### config.mk
export PLATFORM = sky130hd
export DESIGN_NAME = oam_entry_store_flat
export DESIGN_NICKNAME = d
export VERILOG_FILES = /design/src/rtl/oam_pkg.sv /design/src/rtl/oam_entry_store_if.sv /design/src/rtl/oam_be_ram.sv /design/src/rtl/oam_entry_store.sv /design/src/flat_wrapper.sv
export SDC_FILE = /design/constraint.sdc
export NUM_CORES = 2
export LEC_CHECK = 0
export CORE_MARGIN = 8
export CORE_UTILIZATION = 63
export CTS_CLUSTER_SIZE = 10
export DETAILED_ROUTE_END_ITERATION = 8
export GPL_TIMING_DRIVEN = 1
export PLACE_DENSITY = 0.8
export SYNTH_ARGS = -nofsm -noshare
export SYNTH_HDL_FRONTEND = slang
export SYNTH_SLANG_ARGS = --single-unit
### constraint.sdc
create_clock -name clk -period 5.9 [get_ports clk]
set_input_delay 1.18 -clock clk [delete_from_list [all_inputs] [get_ports clk]]
set_output_delay 1.18 -clock clk [all_outputs]
set_load 0.1 [all_outputs]
### src/rtl/oam_pkg.sv
// Shared sizing, state encoding and address helpers for the OAM entry store.
package oam_pkg;

  localparam int unsigned ENTRIES = 64;
  localparam int unsigned HALVES  = 2;
  localparam int unsigned HALF_W  = 16;
  localparam int unsigned ENTRY_W = HALVES * HALF_W;
  localparam int unsigned RA_W    = $clog2(ENTRIES);
  localparam int unsigned WA_W    = $clog2(ENTRIES * HALVES);
  localparam int unsigned HA_W    = $clog2(HALVES);

  typedef enum logic {
    IDLE  = 1'b0,
    CLEAR = 1'b1
  } oam_state_t;

  typedef struct packed {
    logic [RA_W-1:0] entry;
    logic [HA_W-1:0] half;
  } oam_waddr_t;

  // Halfword address -> (entry, half); HALVES is a power of two so this is a bit split.
  function automatic oam_waddr_t split_addr(input logic [WA_W-1:0] addr);
    oam_waddr_t s;
    s.entry = addr[WA_W-1:HA_W];
    s.half  = addr[HA_W-1:0];
    return s;
  endfunction

endpackage

### src/rtl/oam_entry_store_if.sv
// CPU write / renderer read bus of the OAM entry store.
interface oam_entry_store_if;
  import oam_pkg::*;

  logic               wr_en;
  logic [WA_W-1:0]    wr_addr;
  logic [HALF_W-1:0]  wr_data;
  logic               wr_flush;
  logic               wr_ready;
  logic               clear_req;
  logic               busy;
  logic               rd_en;
  logic [RA_W-1:0]    rd_addr;
  logic               rd_valid;
  logic [ENTRY_W-1:0] rd_data;

  modport master (
    output wr_en, wr_addr, wr_data, wr_flush, clear_req, rd_en, rd_addr,
    input  wr_ready, busy, rd_valid, rd_data
  );

  modport slave (
    input  wr_en, wr_addr, wr_data, wr_flush, clear_req, rd_en, rd_addr,
    output wr_ready, busy, rd_valid, rd_data
  );
endinterface

### src/rtl/oam_be_ram.sv
// Simple dual-port RAM with per-lane write enables and a registered read-first read port.
module oam_be_ram #(
  parameter int unsigned DEPTH  = 64,
  parameter int unsigned LANES  = 2,
  parameter int unsigned LANE_W = 16
) (
  input  logic                      clk,
  input  logic                      reset,
  input  logic [LANES-1:0]          we,
  input  logic [$clog2(DEPTH)-1:0]  waddr,
  input  logic [LANES*LANE_W-1:0]   wdata,
  input  logic                      re,
  input  logic [$clog2(DEPTH)-1:0]  raddr,
  output logic [LANES*LANE_W-1:0]   rdata
);

  logic [LANES*LANE_W-1:0] mem [DEPTH];

  always_ff @(posedge clk) begin
    for (int l = 0; l < LANES; l++) begin
      if (we[l]) mem[waddr][l*LANE_W +: LANE_W] <= wdata[l*LANE_W +: LANE_W];
    end
  end

  // Output register: resettable, holds between reads, sees pre-write contents.
  always_ff @(posedge clk) begin
    if (!reset)  rdata <= '0;
    else if (re) rdata <= mem[raddr];
  end

endmodule

### src/rtl/oam_entry_store.sv
// OAM store: stages CPU halfwords and commits whole entries atomically; clear sequencer; registered reads.
module oam_entry_store
  import oam_pkg::*;
#(
  parameter bit CLEAR_ON_RESET = 1'b1
) (
  input  logic                clk,
  input  logic                reset,
  oam_entry_store_if.slave    bus
);

  oam_state_t                   state, state_nxt;
  logic [RA_W-1:0]              clr_ptr, clr_ptr_nxt;
  logic [RA_W-1:0]              stage_idx, stage_idx_nxt;
  logic [HALVES-1:0][HALF_W-1:0] stage_data, stage_data_nxt;
  logic [HALVES-1:0]            stage_mask, stage_mask_nxt;
  logic                         rd_valid_q;

  logic [HALVES-1:0]            ram_we;
  logic [RA_W-1:0]              ram_waddr;
  logic [HALVES-1:0][HALF_W-1:0] ram_wdata;
  logic                         ram_re;
  logic [ENTRY_W-1:0]           ram_rdata;
  oam_waddr_t                   wa;
  logic [HALVES-1:0]            half_bit;

  always_ff @(posedge clk) begin
    if (!reset) begin
      state      <= CLEAR_ON_RESET ? CLEAR : IDLE;
      clr_ptr    <= '0;
      stage_idx  <= '0;
      stage_data <= '0;
      stage_mask <= '0;
      rd_valid_q <= 1'b0;
    end else begin
      state      <= state_nxt;
      clr_ptr    <= clr_ptr_nxt;
      stage_idx  <= stage_idx_nxt;
      stage_data <= stage_data_nxt;
      stage_mask <= stage_mask_nxt;
      rd_valid_q <= ram_re;
    end
  end

  // Next state, staging and the single RAM write port.
  always_comb begin
    wa             = split_addr(bus.wr_addr);
    half_bit       = '0;
    half_bit[wa.half] = 1'b1;
    state_nxt      = state;
    clr_ptr_nxt    = clr_ptr;
    stage_idx_nxt  = stage_idx;
    stage_data_nxt = stage_data;
    stage_mask_nxt = stage_mask;
    ram_we         = '0;
    ram_waddr      = stage_idx;
    ram_wdata      = stage_data;
    case (state)
      CLEAR: begin
        ram_we      = '1;
        ram_waddr   = clr_ptr;
        ram_wdata   = '0;
        clr_ptr_nxt = clr_ptr + RA_W'(1);
        if (clr_ptr == RA_W'(ENTRIES - 1)) state_nxt = IDLE;
      end
      IDLE: begin
        if (bus.clear_req) begin
          stage_mask_nxt = '0;
          clr_ptr_nxt    = '0;
          state_nxt      = CLEAR;
        end else if (bus.wr_en && (stage_mask != '0) && (wa.entry != stage_idx)) begin
          // Moving to another entry: retire the old stage, start a fresh one.
          ram_we                 = stage_mask;
          stage_idx_nxt          = wa.entry;
          stage_mask_nxt         = half_bit;
          stage_data_nxt[wa.half] = bus.wr_data;
        end else if (bus.wr_en) begin
          stage_idx_nxt          = wa.entry;
          stage_data_nxt[wa.half] = bus.wr_data;
          stage_mask_nxt         = stage_mask | half_bit;
          if ((wa.half == HA_W'(HALVES - 1)) || bus.wr_flush) begin
            ram_we         = stage_mask | half_bit;
            ram_waddr      = wa.entry;
            ram_wdata      = stage_data_nxt;
            stage_mask_nxt = '0;
          end
        end else if (bus.wr_flush && (stage_mask != '0)) begin
          ram_we         = stage_mask;
          stage_mask_nxt = '0;
        end
      end
    endcase
    if (!reset) ram_we = '0;
  end

  assign ram_re = bus.rd_en && (state == IDLE);

  oam_be_ram #(
    .DEPTH  (ENTRIES),
    .LANES  (HALVES),
    .LANE_W (HALF_W)
  ) u_ram (
    .clk   (clk),
    .reset (reset),
    .we    (ram_we),
    .waddr (ram_waddr),
    .wdata (ram_wdata),
    .re    (ram_re),
    .raddr (bus.rd_addr),
    .rdata (ram_rdata)
  );

  assign bus.busy     = (state == CLEAR);
  assign bus.wr_ready = (state == IDLE);
  assign bus.rd_valid = rd_valid_q;
  assign bus.rd_data  = ram_rdata;

endmodule

### src/flat_wrapper.sv
// flat-port wrapper written by rule: the top's interface ports become plain ports
module oam_entry_store_flat import oam_pkg::*;
#(
  parameter bit CLEAR_ON_RESET = 1'b1
)
  (clk, reset, bus_wr_en, bus_wr_addr, bus_wr_data, bus_wr_flush, bus_clear_req, bus_rd_en, bus_rd_addr, bus_wr_ready, bus_busy, bus_rd_valid, bus_rd_data);
  oam_entry_store_if bus_i ();
  input  logic clk;
  input  logic reset;
  input wire logic [$bits(bus_i.wr_en)-1:0] bus_wr_en;
  input wire logic [$bits(bus_i.wr_addr)-1:0] bus_wr_addr;
  input wire logic [$bits(bus_i.wr_data)-1:0] bus_wr_data;
  input wire logic [$bits(bus_i.wr_flush)-1:0] bus_wr_flush;
  input wire logic [$bits(bus_i.clear_req)-1:0] bus_clear_req;
  input wire logic [$bits(bus_i.rd_en)-1:0] bus_rd_en;
  input wire logic [$bits(bus_i.rd_addr)-1:0] bus_rd_addr;
  output wire logic [$bits(bus_i.wr_ready)-1:0] bus_wr_ready;
  output wire logic [$bits(bus_i.busy)-1:0] bus_busy;
  output wire logic [$bits(bus_i.rd_valid)-1:0] bus_rd_valid;
  output wire logic [$bits(bus_i.rd_data)-1:0] bus_rd_data;
  assign bus_i.wr_en = bus_wr_en;
  assign bus_i.wr_addr = bus_wr_addr;
  assign bus_i.wr_data = bus_wr_data;
  assign bus_i.wr_flush = bus_wr_flush;
  assign bus_i.clear_req = bus_clear_req;
  assign bus_i.rd_en = bus_rd_en;
  assign bus_i.rd_addr = bus_rd_addr;
  assign bus_wr_ready = bus_i.wr_ready;
  assign bus_busy = bus_i.busy;
  assign bus_rd_valid = bus_i.rd_valid;
  assign bus_rd_data = bus_i.rd_data;
  oam_entry_store #(.CLEAR_ON_RESET(CLEAR_ON_RESET)) u_core (.clk(clk), .reset(reset), .bus(bus_i));
endmodule
# Word-level counts from Yosys, hierarchy flattened
# Memories as Yosys holds them, arrays and structs flattened. A register that Yosys moved wholly into a read port is not among the register bits.
# Cells that the tools add are included.
# totals
ff_bits	48
latch_bits	0
ram_bits	2048
rom_bits	0
in_bits	35
word_cells	69
n_memories	1
# mem_list
name	words	width	read_ports	rd_ports_with_merged_regs	wr	line_no	rtl
u_core.u_ram.mem	64	32	1	1	1	oam_be_ram.sv:17	logic [LANES*LANE_W-1:0] mem [DEPTH];
# op_classes
addsub	1
mul	0
n_div	0
n_lt_le_gt_ge	2
eq_ne	3
shift	0
n_mux	40
n_bitwise	3
reduce_logical	12
# op_table
operator	n
$mux 32	6
$pmux 32 s2	1
$mux 6	7
$bwmux 32	1
$pmux 6 s2	2
$mux 2	11
$demux 16 s1	1
$mux 16	1
$mux 1	7
$add 6x1->6 const B	1
$eq 6x6->1 const B	1
$ne 6x6->1	1
$logic_and 1x1->1	5
$pmux 2 s2	1
$reduce_bool 2->1	2
$reduce_bool 4->1	1
$reduce_and 3->1	1
$lt 1x2->1 const B	1
$ne 2x2->1 const B	1
$not 1->1	2
$or 2x2->2	1
$pmux 1 s2	1
$reduce_and 2->1	1
$demux 1 s1	1
other kinds (3)	3

# Logic depth before layout (Yosys ltp)
# depth
word_depth	13
depth_mapped	10
depth_no_buf	6

# Cells and area by module
# From an unflattened synthesis, not the netlist that was laid out.
# unflattened
hier_cells	4184
area_unflattened_um2	82959.6
# modules_own_cells
mod	instances	cells_per_inst	area_each_um2
oam_be_ram	1	3812	80141.9
oam_entry_store	1	372	2817.7

# Worst setup path after synthesis
# Ideal clock, no wire load.
# synth_path
path_kind	input port to flip-flop
from	in bus_wr_addr[5]
to	mem u_core.u_ram.mem[0][10] (netlist name), data pin
setup_time_ns	0.548
arrival_time_ns	4.434
required_time_ns	5.352
slack_ns	0.918
cell_stages	7
n_path_buf	1
cell_sequence	xor2_1 o41ai_4 nand3_1 nor2_1 clkbuf_1 nand2_1 a21oi_1
# synth_rtl
element	line_no	rtl
from (decl)	flat_wrapper.sv:11	input wire logic [$bits(bus_i.wr_addr)-1:0] bus_wr_addr;
to (decl)	oam_be_ram.sv:17	

# Worst setup path in the final report
# layout_path
from	reg u_core.state (netlist: u_core.bus.busy)
to	out bus_wr_ready
# layout_between
elab_chain_len	1
# layout_rtl
element	line_no	rtl
from (decl)	oam_entry_store.sv:12	oam_state_t state, state_nxt;
from (signal assigned)	oam_entry_store.sv:29	state <= CLEAR_ON_RESET ? CLEAR : IDLE;
from (signal assigned)	oam_entry_store.sv:36	state <= state_nxt;
$not 1->1 (no source line)	-	
to (decl)	flat_wrapper.sv:17	output wire logic [$bits(bus_i.wr_ready)-1:0] bus_wr_ready;
# Every way passes these cells.

==> summary.txt <==
Power
  • PD cells: approximately 320 mW/mm^2
  • Leakage: 25.2 nW
  • Overall power: 0.0301 W
  • Worst vdd ir: 0.000328 V

GRT
  • Met1 Use GR: 0.397
  • GRT Total Usage: 0.295
  • Gr ovfl total: 0
  • Global-route wire length before repair: ~300000 um
  • Vias in the first global route: 42808
  • Met3 Track Usage GR: 0.0736
  • GRT busiest layer: met2
  • Largest net degree at the start of global routing: 80
  • Met2 global-route usage: 0.471
  • Initial antenna violation count: 11

Clock tree
  • Root Driver: clkbuf_16
  • Clk_lat worst skew: 0.84 ns
  • CTS buffer count: 231
  • Sink Count: around 2100
  • Postcts setup bufs: 0
  • CTS tree: yes
  • Maximum root-to-sink buffer count: 3
  • Post_cts resized: 0
  • Clock Pin Slew Worst Setup and Hold Paths: 0.06 ns
  • Cts-stage hold buffer count: 0
  • H-tree Lvls: 4

Route
  • DRT antenna net count: 0
  • Vias post-DR: 42176
  • Drt wl/cell: 35.3 um
  • TritonRoute pass-1 iters: 6
  • DR iter-0 viols: 6542
  • WL final: ~210000 um
  • DR DRC count: 0
  • Vias/cell: slightly above 7

Synthesis
  • Synth Warn #: 0
  • Syn_nets: 3781
  • Ys async rst share: 0
  • Syn Area/Cell: ~22 um^2
  • Gate count after technology mapping: 3745
  • Yosys top cell by area: edfxtp_1
  • Number of enable flip-flop cells after synthesis: 2048
  • Post-synthesis sequential area ratio: 0.766
  • Synth cell types: 61
  • Cell area after synthesis: 0.0824 mm^2
  • Flops & latches, synth: between 2000 and 2500
  • Top cell type's share of synthesized area: 0.747
  • Dominant register cell in the synthesized netlist: edfxtp_1
  • Synth area leaders: edfxtp_1 (75%), mux4_2 (16%), dfxtp_1 (1.9%), mux2i_1 (1.8%), nand2_1 (0.73%)

Floorplanning
  • Initial Util: 0.635
  • Core area: 0.130 mm^2
  • Num ports: 70
  • Die W: roughly 380 um
  • Die height: 378 um
  • Die Area: 0.143 mm^2
  • Num rows: 132

Setup path
  • Crit path launch: u_core.bus.busy$_SDFF_PN1_
  • CP Capture Type: output port
  • Crit path launch type: flop
  • Crit path kind: reg -> out
  • Crit path arrival time: 3.16 ns
  • R2r setup slk: ~2.1 ns
  • Worst R2R Start: u_core.stage_idx[4]$_SDFFE_PN0P_
  • Worst-path maximum fanout: 24
  • Slowest cell on crit path: clkdlybuf4s50_1
  • Crit-path cells: clkinv_1, clkdlybuf4s50_1
  • CP max stage delay: 1.16 ns
  • Critical Path RT: 4.72 ns

Timing
  • Worst slew pin tran: ~1.3 ns
  • Skew final: 0.0298 ns
  • Max Fclk: ~230 MHz
  • Setup violators final: 0
  • Final Hold Viols: 0
  • Rel. slew slack: 0.120
  • Slew Viols, Final: 0
  • Setup TNS Final: 0 ns
  • Period minus WS final: 4.34 ns
  • Period utilization: 0.735
  • RSZ-0062 raised after global routing: false

Placement
  • Port bufs: 69
  • GP Congestion: 0.913
  • Final HPWL DP: 119000 um

Worst hold path
  • Worst hold start: u_core.u_ram.rdata[4]$_SDFFE_PN0P_
  • Hold crit path type: reg -> reg

Final layout
  • Fillers: 6820
  • Layout cell share with drive strength beyond 1: 0.309
  • Area Growth Syn to Fin: 14.3%
  • Post-layout net count: 4108

Outcome
  • Status: finished, final reports clean

Job
  • Max Cap Violations: 0
-- synthesized netlist by cell type (all sizes together) (3+ instances only) --
cell,count
a31o,3
a21oi,56
nor2,36
xnor2,6
nand2,162
buf,97
a31oi,6
dfxtp,80
a211oi,34
inv,6
o21ai,41
mux2i,152
nand3,17
clkbuf,128
o31a,7
mux2,33
and3,3
xor2,4
o22ai,64
mux4,576
o31ai,5
nor4,57
o311ai,3
edfxtp,2048
nor3,78
and2,3
nand4,6
nand2b,7
-- critical path, delay by kind of cell, from the launching register on --
family | cells | cell delay, ns
buf+inv | 2 | 1.76
flops | 1 | 0.56
-- flip-flops by register name, summed over array words and instances (netlist names), named ones only --
name                 cells
u_core.bus.rd_valid      1
u_core.clr_ptr           6
u_core.u_ram.rdata      32
u_core.u_ram.mem      2048
u_core.stage_data       16
u_core.bus.busy          1
u_core.stage_idx         6
u_core.stage_mask        2
-- cells in the final DEF, fill, tap and decap left out, types with 55 or more instances in the layout --
master	Yosys	layout
clkdlybuf4s50_1	0	61
o22ai_1	64	64
clkbuf_16	0	236
nand2_1	161	157
dfxtp_1	80	79
nor4_2	0	55
mux2i_1	152	152
mux4_2	576	576
clkbuf_1	128	114
buf_4	19	215
nor3_2	0	74
edfxtp_1	2048	2048
-- power by group --
part | switching [W] | leakage (nW) | internal (W) | total (W)
Combinational | 0.000643 | 6.29 | 0.000386 | 0.00103
Sequential | 0.0000165 | 15.8 | 0.0164 | 0.0164
Clock | 0.00547 | 3.10 | 0.00726 | 0.0127
Total | 0.00613 | 25.2 | 0.0240 | 0.0301
-- worst paths after layout --
path	to	cells after the start
worst max-delay path	bus_wr_ready	2
worst min-delay path	u_core.u_ram.rdata[4]$_SDFFE_PN0P_	2
worst max register to register	u_core.u_ram.mem[7][9]$_DFFE_PP_	8
worst min register to register	u_core.u_ram.rdata[4]$_SDFFE_PN0P_	2
-- layer usage --
metal	share of wire	vias up
li1	-	16467
met1	0.35	21898
met3	0.12	542
met4	0.046	6
met5	0.00020	-
met2	0.48	3263
-- metrics by stage --
step                      hold slack [ns]  cells  instance area (um^2)  setup WS [ns]  utilization
final                               0.449   5942                 94100           1.56        0.726
after detailed placement            0.443   5581                 87700          0.991        0.676
after CTS                           0.451   5941                 94100           1.60        0.726
after floorplan                     0.436   3745                 82400          0.918            -
after global placement              0.438   5581                 87700           1.06        0.676
after global routing                0.468   5941                 94100           1.51        0.726
-- cell type report --
| class | instances | area [um^2] | share of cell area |
|---|---|---|---|
| diodes | 1 | 2.50 | 0.0000266 |
| inverters | 7 | 26.3 | 0.000279 |
| multi-input cells | 1385 | 19300 | 0.205 |
| flip-flops and latches | 2128 | 63100 | 0.670 |
| repair buffers | 319 | 3040 | 0.0323 |
| clock buffers | 350 | 6330 | 0.0673 |
| clock inverters | 10 | 118 | 0.00125 |
| well taps | 1742 | 2180 | 0.0232 |
-- logic make-up (layout without fill, tap and decap cells) --
group | after synthesis | in the layout | share of synthesized area
adders and majority gates | 1 | 1 | 0.000152
buffers and inverters | 232 | 686 | 0.0124
DFF | 2128 | 2128 | 0.766
and+or+nand+nor | 380 | 380 | 0.0217
AOI/OAI and AO/OA | 233 | 233 | 0.0183
other | 0 | 1 | 0
xor gates and xnor gates | 10 | 10 | 0.00106
muxes | 761 | 761 | 0.180
No activity file was read; power rests on OpenSTA's default activity.
